<file path="config.mk">
export PLATFORM = sky130hd
export DESIGN_NAME = md_audio_mixer
export DESIGN_NICKNAME = d
export VERILOG_FILES = /design/src/rtl/md_audio_pkg.sv /design/src/rtl/md_audio_fifo2.sv /design/src/rtl/md_audio_mixer.sv
export SDC_FILE = /design/constraint.sdc
export NUM_CORES = 1
export LEC_CHECK = 0
export BUFFER_PORTS_ARGS = -buffer_cell sky130_fd_sc_hd__buf_2
export CAP_MARGIN = 10
export CELL_PAD_IN_SITES_DETAIL_PLACEMENT = 1
export CELL_PAD_IN_SITES_GLOBAL_PLACEMENT = 2
export CORE_MARGIN = 5
export CORE_UTILIZATION = 34
export DETAILED_ROUTE_END_ITERATION = 7
export PLACE_DENSITY = 0.72
export SLEW_MARGIN = 20
export SYNTH_ARGS = -nofsm -noshare
export SYNTH_HDL_FRONTEND = slang
export SYNTH_SLANG_ARGS = --single-unit
</file>
<file path="constraint.sdc">
create_clock -name MCLK -period 2.6 [get_ports MCLK]
set_input_delay 0 -clock MCLK [delete_from_list [all_inputs] [get_ports MCLK]]
set_output_delay 0 -clock MCLK [all_outputs]
set_load 0.01 [all_outputs]
</file>
<file path="src/rtl/md_audio_pkg.sv">
// Shared constants, the stereo sample type and the saturation helper for the
// Mega Drive style audio mixer.
package md_audio_pkg;

  localparam int PERIOD_DEF    = 144;
  localparam int PSG_SHIFT_DEF = 2;
  localparam int ACC_W         = 17;
  localparam int MIX_W         = 19;
  localparam int SAMPLE_W      = 16;
  localparam int CNT_W         = 8;

  localparam logic signed [MIX_W-1:0] SAT_MAX = 19'sd32767;
  localparam logic signed [MIX_W-1:0] SAT_MIN = -19'sd32768;

  typedef struct packed {
    logic signed [SAMPLE_W-1:0] l;
    logic signed [SAMPLE_W-1:0] r;
  } stereo_t;

  function automatic logic signed [SAMPLE_W-1:0] sat16(input logic signed [MIX_W-1:0] x);
    if (x > SAT_MAX)      return 16'sh7FFF;
    else if (x < SAT_MIN) return 16'sh8000;
    else                  return x[SAMPLE_W-1:0];
  endfunction

endpackage

</file>
<file path="src/rtl/md_audio_fifo2.sv">
// Two-entry FIFO for mixed stereo samples. A push into a full FIFO succeeds
// only when a pop happens on the same edge; the head reads as 0 when empty.
module md_audio_fifo2 (
  input  logic        clk,
  input  logic        rst_n,
  input  logic        push_i,
  input  logic        pop_i,
  input  logic [31:0] data_i,
  output logic [31:0] data_o,
  output logic        full_o,
  output logic        empty_o
);

  logic [31:0] mem_q [2];
  logic        wr_ptr_q;
  logic        rd_ptr_q;
  logic [1:0]  cnt_q;
  logic        do_push;
  logic        do_pop;

  assign full_o  = (cnt_q == 2'd2);
  assign empty_o = (cnt_q == 2'd0);
  assign do_pop  = pop_i && !empty_o;
  assign do_push = push_i && (!full_o || do_pop);
  assign data_o  = empty_o ? '0 : mem_q[rd_ptr_q];

  // NOTE: the storage is reset along with the pointers because the outputs
  // must read as zero immediately on reset; larger memories would skip this.
  always_ff @(posedge clk or negedge rst_n) begin
    if (!rst_n) begin
      mem_q[0] <= '0;
      mem_q[1] <= '0;
      wr_ptr_q <= 1'b0;
      rd_ptr_q <= 1'b0;
      cnt_q    <= 2'd0;
    end else begin
      // When full, the write slot is the head being popped this edge.
      if (do_push) begin
        mem_q[wr_ptr_q] <= data_i;
        wr_ptr_q        <= ~wr_ptr_q;
      end
      if (do_pop) rd_ptr_q <= ~rd_ptr_q;
      cnt_q <= cnt_q + {1'b0, do_push} - {1'b0, do_pop};
    end
  end

endmodule

</file>
<file path="src/rtl/md_audio_mixer.sv">
// Box-filters FM DAC words over one sample window, adds scaled PSG, saturates
// to 16 bits and queues the stereo result in a two-entry output FIFO.
module md_audio_mixer
  import md_audio_pkg::*;
#(
  parameter int PERIOD    = PERIOD_DEF,
  parameter int PSG_SHIFT = PSG_SHIFT_DEF
) (
  input  logic                       MCLK,
  input  logic                       SRES,
  input  logic        [8:0]          MOL,
  input  logic        [8:0]          MOR,
  input  logic        [15:0]         PSG,
  input  logic                       EN,
  input  logic                       MUTE,
  input  logic                       OUT_READY,
  input  logic                       OVF_CLR,
  output logic signed [SAMPLE_W-1:0] OUT_L,
  output logic signed [SAMPLE_W-1:0] OUT_R,
  output logic                       OUT_VALID,
  output logic                       OVF
);

  localparam logic [CNT_W-1:0] LAST = CNT_W'(PERIOD - 1);

  logic        [CNT_W-1:0] cnt_q, cnt_d;
  logic signed [ACC_W-1:0] acc_l_q, acc_l_d, acc_r_q, acc_r_d;
  logic signed [ACC_W-1:0] sum_l, sum_r;
  logic signed [ACC_W-1:0] s1_l_q, s1_r_q;
  logic        [15:0]      s1_psg_q;
  logic                    s1_vld_q;
  logic        [16:0]      psg_scaled;
  logic signed [MIX_W-1:0] mix_l, mix_r;
  stereo_t                 s2_q;
  logic                    s2_vld_q;
  stereo_t                 push_data;
  stereo_t                 head;
  logic                    win_end;
  logic                    pop;
  logic                    fifo_full;
  logic                    fifo_empty;
  logic                    ovf_q, ovf_d;

  assign sum_l   = acc_l_q + ACC_W'($signed(MOL));
  assign sum_r   = acc_r_q + ACC_W'($signed(MOR));
  assign win_end = EN && (cnt_q == LAST);

  // NOTE: every always_comb output gets a default first so no path leaves it
  // unassigned, which would otherwise infer a latch.
  always_comb begin
    cnt_d   = '0;
    acc_l_d = '0;
    acc_r_d = '0;
    if (EN && !win_end) begin
      cnt_d   = cnt_q + 1'b1;
      acc_l_d = sum_l;
      acc_r_d = sum_r;
    end
  end

  // NOTE: state registers use non-blocking assignments so every flop samples
  // the pre-edge values regardless of statement order.
  always_ff @(posedge MCLK or negedge SRES) begin
    if (!SRES) begin
      cnt_q    <= '0;
      acc_l_q  <= '0;
      acc_r_q  <= '0;
      s1_l_q   <= '0;
      s1_r_q   <= '0;
      s1_psg_q <= '0;
      s1_vld_q <= 1'b0;
    end else begin
      cnt_q    <= cnt_d;
      acc_l_q  <= acc_l_d;
      acc_r_q  <= acc_r_d;
      s1_vld_q <= win_end;
      if (win_end) begin
        s1_l_q   <= sum_l;
        s1_r_q   <= sum_r;
        s1_psg_q <= PSG;
      end
    end
  end

  assign psg_scaled = {1'b0, s1_psg_q} >> PSG_SHIFT;
  assign mix_l      = MIX_W'(s1_l_q) + $signed({2'b00, psg_scaled});
  assign mix_r      = MIX_W'(s1_r_q) + $signed({2'b00, psg_scaled});

  always_ff @(posedge MCLK or negedge SRES) begin
    if (!SRES) begin
      s2_q     <= '0;
      s2_vld_q <= 1'b0;
    end else begin
      s2_vld_q <= s1_vld_q;
      if (s1_vld_q) begin
        s2_q.l <= sat16(mix_l);
        s2_q.r <= sat16(mix_r);
      end
    end
  end

  assign push_data = MUTE ? '0 : s2_q;
  assign pop       = OUT_VALID && OUT_READY;

  md_audio_fifo2 u_fifo (
    .clk     (MCLK),
    .rst_n   (SRES),
    .push_i  (s2_vld_q),
    .pop_i   (pop),
    .data_i  (push_data),
    .data_o  (head),
    .full_o  (fifo_full),
    .empty_o (fifo_empty)
  );

  // A dropped sample sets the flag even when a clear is requested that edge.
  always_comb begin
    ovf_d = ovf_q;
    if (OVF_CLR) ovf_d = 1'b0;
    if (s2_vld_q && fifo_full && !pop) ovf_d = 1'b1;
  end

  always_ff @(posedge MCLK or negedge SRES) begin
    if (!SRES) ovf_q <= 1'b0;
    else       ovf_q <= ovf_d;
  end

  assign OUT_L     = head.l;
  assign OUT_R     = head.r;
  assign OUT_VALID = !fifo_empty;
  assign OVF       = ovf_q;

endmodule

</file>
======== Word level (Yosys, flattened, before mapping) ========
Cells that the tools add are included.
word-level totals
  flip-flop bits (word level) ............. 195
  output and inout port bits .............. 34
  word-level logic and storage cells ...... 68
cells by class
  add/sub/neg operators ................... 7
  magnitude comparators ................... 7
  equality and inequality tests ........... 2
  mux-type cells .......................... 17
  bitwise gates (word level) .............. 4
  reductions and logical operators ........ 15
operators with widths
  operator                                                                 number
  32-bit two-way mux                                                       6
  64-bit bitwise mux                                                       1
  16-bit two-way mux                                                       4
  17-bit by 15-bit adder with 18-bit output                                2
  18-bit by 16-bit > comparator with 1-bit output (second input constant)  2
  18-bit by 16-bit < comparator with 1-bit output (second input constant)  2
  17-bit by 9-bit adder with 17-bit output                                 2
  17-bit two-way mux                                                       2
  32-bit demux with 1-bit select                                           1
  8-bit by 1-bit adder with 8-bit output (second input constant)           1
  8-bit equality test (second input constant)                              1
  1-bit logical AND                                                        8
  8-bit two-way mux                                                        1
  2-bit >= comparator (second input constant)                              2
  1-bit zero test                                                          4
  1-bit NOT with 2-bit output                                              2
  2-bit by 1-bit adder with 2-bit output                                   1
  2-bit equality test (second input constant)                              1
  2-bit zero test                                                          1
  2-bit by 1-bit < comparator with 1-bit output (second input constant)    1
  1-bit two-way mux                                                        2
  1-bit NOT                                                                2
  2-bit nonzero test                                                       1
  2-bit by 1-bit subtractor with 2-bit output                              1
  1-bit logical OR                                                         1

======== Depth between registers and ports, before layout ========
  depth in word-level cells ............... 8
  gate-level depth with buffers ........... 11
  depth with buffers taken out ............ 10

======== Hierarchy ========
A second synthesis with hierarchy kept.
unflattened totals
  cell total of the unflattened synthesis .. 1062
  area total of the unflattened synthesis .. 10755.3 sq um
modules (own cells, without submodules)
  module          times used  cells each  area each (sq um)
  md_audio_mixer  1           834         7539.7
  md_audio_fifo2  1           228         3215.6

======== Least setup slack after synthesis ========
Ideal clock, no wire load.
  path type ............................... reg2reg
  from .................................... reg s1_psg_q[2]
  to ...................................... reg s2_q[27] in the netlist's numbering
  setup time .............................. 0.077 ns
  arrival ................................. 2.545 ns
  setup slack ............................. -0.022 ns
  cell stages (with the launch flop) ...... 12
  buffers on the path ..................... 1
  period minus slack after synthesis ...... 2.622 ns
  path through ............................ dfrtp_1 -> ha_1 -> inv_1 -> fa_1 -> nor2b_1 -> o31ai_2 -> a31oi_1 -> a41oi_1 -> a311o_1 -> o211a_2 -> buf_2 -> a21oi_1
on the way
  longest elaborated chain between the ends .. 4
  elaborated cells on any way between the ends .. 5
  classes of those cells .................. add/sub (1); order compare (2); mux (2)
RTL lines
  item                                             RTL line              text
  from (decl)                                      md_audio_mixer.sv:30  logic [15:0] s1_psg_q;
  from (signal assigned)                           md_audio_mixer.sv:70  s1_psg_q <= '0;
  from (signal assigned)                           md_audio_mixer.sv:80  s1_psg_q <= PSG;
  17-bit by 15-bit adder with 18-bit output *      md_audio_mixer.sv:86  assign mix_l = MIX_W'(s1_l_q) + $signed({2'b00, psg_scaled});
  18-bit by 16-bit < comparator with 1-bit output  md_audio_pkg.sv:22    else if (x < SAT_MIN) return 16'sh8000;
  16-bit two-way mux                               md_audio_pkg.sv:22
  16-bit two-way mux *                             md_audio_pkg.sv:21    if (x > SAT_MAX) return 16'sh7FFF;
  to (decl)                                        md_audio_mixer.sv:34  stereo_t s2_q;
Mark *: on every way between the ends. The rest lies on a longest branch, timed or not.
A chain may end at the register's enable or synchronous reset.

======== Worst setup path after layout ========
  from .................................... reg acc_r_q[0]
  to ...................................... reg s1_r_q[16]
on the way
  longest elaborated chain between the ends .. 1
RTL lines
  item                                      RTL line              text
  from (decl)                               md_audio_mixer.sv:27  logic signed [ACC_W-1:0] acc_l_q, acc_l_d, acc_r_q, acc_r_d;
  from (signal assigned)                    md_audio_mixer.sv:75  acc_r_q <= acc_r_d;
  17-bit by 9-bit adder with 17-bit output  md_audio_mixer.sv:45  assign sum_r = acc_r_q + ACC_W'($signed(MOR));
  to (signal assigned)                      md_audio_mixer.sv:79  s1_r_q <= sum_r;
  to (decl)                                 md_audio_mixer.sv:29  logic signed [ACC_W-1:0] s1_l_q, s1_r_q;
Every way passes these cells.

==> results.py <==
metrics = {
    "status": {
        "status": "complete, but fails checks",
        "violations": "setup timing",
    },
    "worst_setup_path": {
        "critPathCaptureType": "register",
        "path_class": "reg2reg",
        "slowest_delay_ns": 0.43,
        "cp_max_fo": 2,
        "slowest_stage": "o41a_1",
        "required_ns": 2.91,
        "rr_worst_depth": 10,
        "arrival_ns": 2.99,
        "cp_cell_sequence": "ha_2 -> inv_2 -> fa_2 -> nor2b_4 -> o31a_1 -> a221o_1 -> o41a_1 -> a41oi_2 -> mux2i_2 -> o31ai_2",
        "cp-start-kind": "register",
    },
    "final_layout": {
        "drive_gt1_share_pct": 17.7,
        "fin_nets": 1398,
        "antennaDiodeCount": 0,
        "fillers": 3527,
        "syn_to_final_growth_pct": 21.4,
    },
    "synth": {
        "synth-async-reset-ratio_pct": 100,
        "yosysWarnings": 0,
        "synth_largest_area_cell": "dfrtp_1",
        "mappedNetlistArea_um2": 10500,
        "synth_cell_type_count": 59,
        "synth.most_common_cell": "nand2_1",
        "synthCells": 1167,
        "synth_top_area_share_pct": 46.1,
        "synth_common_cells": "194 x nand2_1, 193 x dfrtp_1, 134 x nor2_1, 130 x o21ai_0, 66 x a21oi_1",
        "synth_area_leaders": "dfrtp_1 46%, ha_1 7.5%, nand2_1 6.9%",
        "synth_edf_count": 0,
        "synth.avg_cell_area_um2": 8.99,
        "synth-seq-cells": 193,
        "synth.net_count": 1274,
        "yosysSeqAreaShare_pct": 46.1,
        "yosys_most_used_dff": "dfrtp_1",
    },
    "timing": {
        "fmax_ghz": 0.374,
        "max_slew_margin_pct": 58.8,
        "skew_ns": 0.0163,
        "fin_crit_sh_pct": 103,
        "worst_pin_slew_ns": 0.618,
        "setup_viol": 4,
        "slew_viol_final": 0,
        "fin_crit_ns": 2.68,
        "grt_setup_unrepaired": "true",
        "setup_slack_ns": -0.0760,
        "hold_violations": 0,
    },
    "floorplanning": {
        "num_rows": 64,
        "core_area_um2": 30500,
        "die_h_um": 186,
        "ios": 74,
        "die_w_um": 186,
        "die_area_um2": 34500,
        "start_util_pct": 34.4,
    },
    "detailed_routing": {
        "met2WireLength_um": 12000,
        "wl_per_cell_um": 16.3,
        "num_vias": 8327,
        "wl_met1_um": 14700,
        "dr.pass1.iters": 4,
        "drt_iter0_drc": 379,
        "drc": 0,
        "viasPerCell": 4.90,
        "postRouteAntennaNets": 0,
        "routed_wl_um": 27700,
        "routed-wl-met3_um": 661,
        "top_layer_used": "met4",
    },
    "global_route": {
        "grt_max_degree": 72,
        "grt_pass1_wl_um": 45300,
        "grt-ovfl-total": 0,
        "grt_pass1_vias": 8663,
        "antenna_found_initial": 0,
        "track_usage_pct": 16.1,
    },
    "power_and_ir_drop": {
        "finalPower_w": 0.00854,
        "combPwrFrac_pct": 29.7,
        "swShare_pct": 33.9,
        "p_switching_w": 0.00289,
        "intPower_w": 0.00565,
        "p_per_area_nw_per_um2": 671,
        "seqPwrFrac_pct": 39.7,
        "clock_power_share_pct": 30.6,
        "p_leak_nw": 6.04,
        "vdd_drop_max_mv": 0.395,
    },
    "cts": {
        "cts_buffer_depth": 2,
        "numCtsBuffers": 17,
        "h-tree-depth": 4,
        "clock-root-buffer": "clkbuf_16",
        "cts_tree": "yes",
        "clkSinkCount": 193,
        "clk-insertion-delay-late_ns": 0.43,
        "cts.clk_slew.worst_paths_ns": 0.08,
    },
    "worst_hold_path": {
        "hold_path_depth": 4,
        "hold_path_class": "in2reg",
    },
    "place": {
        "place.gp.congestion": 0.783,
        "place_ws_ns": -0.122,
        "numPortBuffers": 71,
        "dp_hpwl_um": 19700,
    },
    "run": {
        "drv_cap": 0,
    },
}
per-stage QoR:
stage	hold slack, ns	TNS (ns)	utilization, %	instance area (um2)	instances
after floorplan	-0.296	0	-	10500	1167
after global placement	0.0695	-0.165	38.1	11600	1635
after detailed placement	0.0763	-1.18	38.1	11600	1635
after CTS	0.0179	-0.0557	40.7	12400	1687
after global routing	0.0684	-0.842	41.7	12700	1699
final	0.0455	-0.180	41.7	12700	1699
worst max-delay path, delay by kind of cell, from the launching register on:
| kind | cells | cell delay [ns] |
|---|---|---|
| adder cells (fa/ha/maj) | 2 | 0.40 |
| flip-flops | 1 | 0.37 |
| buffers and inverters | 1 | 0.05 |
| AO/OA/AOI/OAI | 5 | 1.39 |
| multiplexers | 1 | 0.31 |
| AND/OR/NAND/NOR | 1 | 0.05 |
what timing repair did:
action,CTS,global route
gates cloned,0,3
endpoints found under the hold margin,86,0
pin swaps,6,26
endpoints found under the setup margin,34,47
hold buffers,20,0
buffers inserted,1,10
resized for setup,7,51
layout by cell type, fill, tap and decap left out, types with 4 or more instances in the layout:
cell type        n
a21boi_0         4
nand3b_1         4
clkinvlp_4       4
nor3_1          15
nand2_1        192
nand3_1         22
buf_12           5
o21a_1           8
inv_8            4
dlygate4sd3_1   20
xor2_1          25
mux2i_1         34
nor2_1         133
nor2b_1          6
and3_1           6
o211a_4          4
fa_2             4
o21ai_0        127
a21o_1           9
clkbuf_16       17
buf_2           70
dfrtp_1        191
nand2b_1        44
or2_2            4
buf_4           55
xnor2_1         25
a211oi_2         4
o211ai_1         8
a21oi_1         50
or3_1            7
a21oi_2         16
inv_1           36
and2_1           7
ha_1            58
power by group through the flow:
stage / combinational [W] / clock (W) / sequential [W]
floorplan: 0.00177 / 0 / 0.00334
global placement: 0.00239 / 0 / 0.00344
detailed placement: 0.00243 / 0 / 0.00345
CTS: 0.00248 / 0.00269 / 0.00339
global route: 0.00285 / 0.00283 / 0.00342
finish: 0.00254 / 0.00261 / 0.00339
final cells by class:
class,instances,area [um2],share of cell area (%)
Multi-Input combinational cell,890,5610,44.1
Sequential cell,193,4830,37.9
Timing Repair Buffer,151,1080,8.46
Clock buffer,17,425,3.34
Tap cell,396,495,3.89
Clock inverter,14,149,1.17
Inverter,38,143,1.12
worst paths after layout:
kind                                         startpoint                            to  slack [ns]
max                                acc_r_q[0]$_DFF_PN0_        s1_r_q[16]$_DFFE_PN0P_       -0.08
min                                              MOR[0]          acc_r_q[0]$_DFF_PN0_        0.05
max reg2reg                        acc_r_q[0]$_DFF_PN0_        s1_r_q[16]$_DFFE_PN0P_       -0.08
min reg2reg                u_fifo.mem_q[40]$_DFFE_PN0P_  u_fifo.mem_q[40]$_DFFE_PN0P_        0.48
max in group asynchronous                          SRES  u_fifo.mem_q[34]$_DFFE_PN0P_        1.62
min in group asynchronous                          SRES  u_fifo.mem_q[40]$_DFFE_PN0P_        0.14
metal layers:
metal	vias up	global-route usage [%]
met5	-	0
met4	0	3.76
met3	18	2.11
met2	92	24.4
met1	3970	24.7
li1	4247	-
registers in the layout, indices dropped and copies added (netlist names), 2 cells and up:
register	flops
s1_psg_q	14
acc_l_q	17
u_fifo.cnt_q	2
u_fifo.mem_q	64
s2_q	32
s1_l_q	17
cnt_q	8
s1_r_q	17
acc_r_q	17
cell families (layout without fill, tap and decap cells):
| family | Yosys count | in the layout | share of synthesized area (%) |
|---|---|---|---|
| adder cells (fa/ha/maj) | 67 | 67 | 8.28 |
| buffers and inverters | 87 | 220 | 3.14 |
| multiplexers | 35 | 35 | 3.34 |
| AO/OA/AOI/OAI | 277 | 280 | 15.7 |
| AND/OR/NAND/NOR | 457 | 457 | 19.2 |
| flip-flops | 193 | 193 | 46.1 |
| XOR/XNOR | 51 | 51 | 4.26 |
No activity file was read; power rests on OpenSTA's default activity.
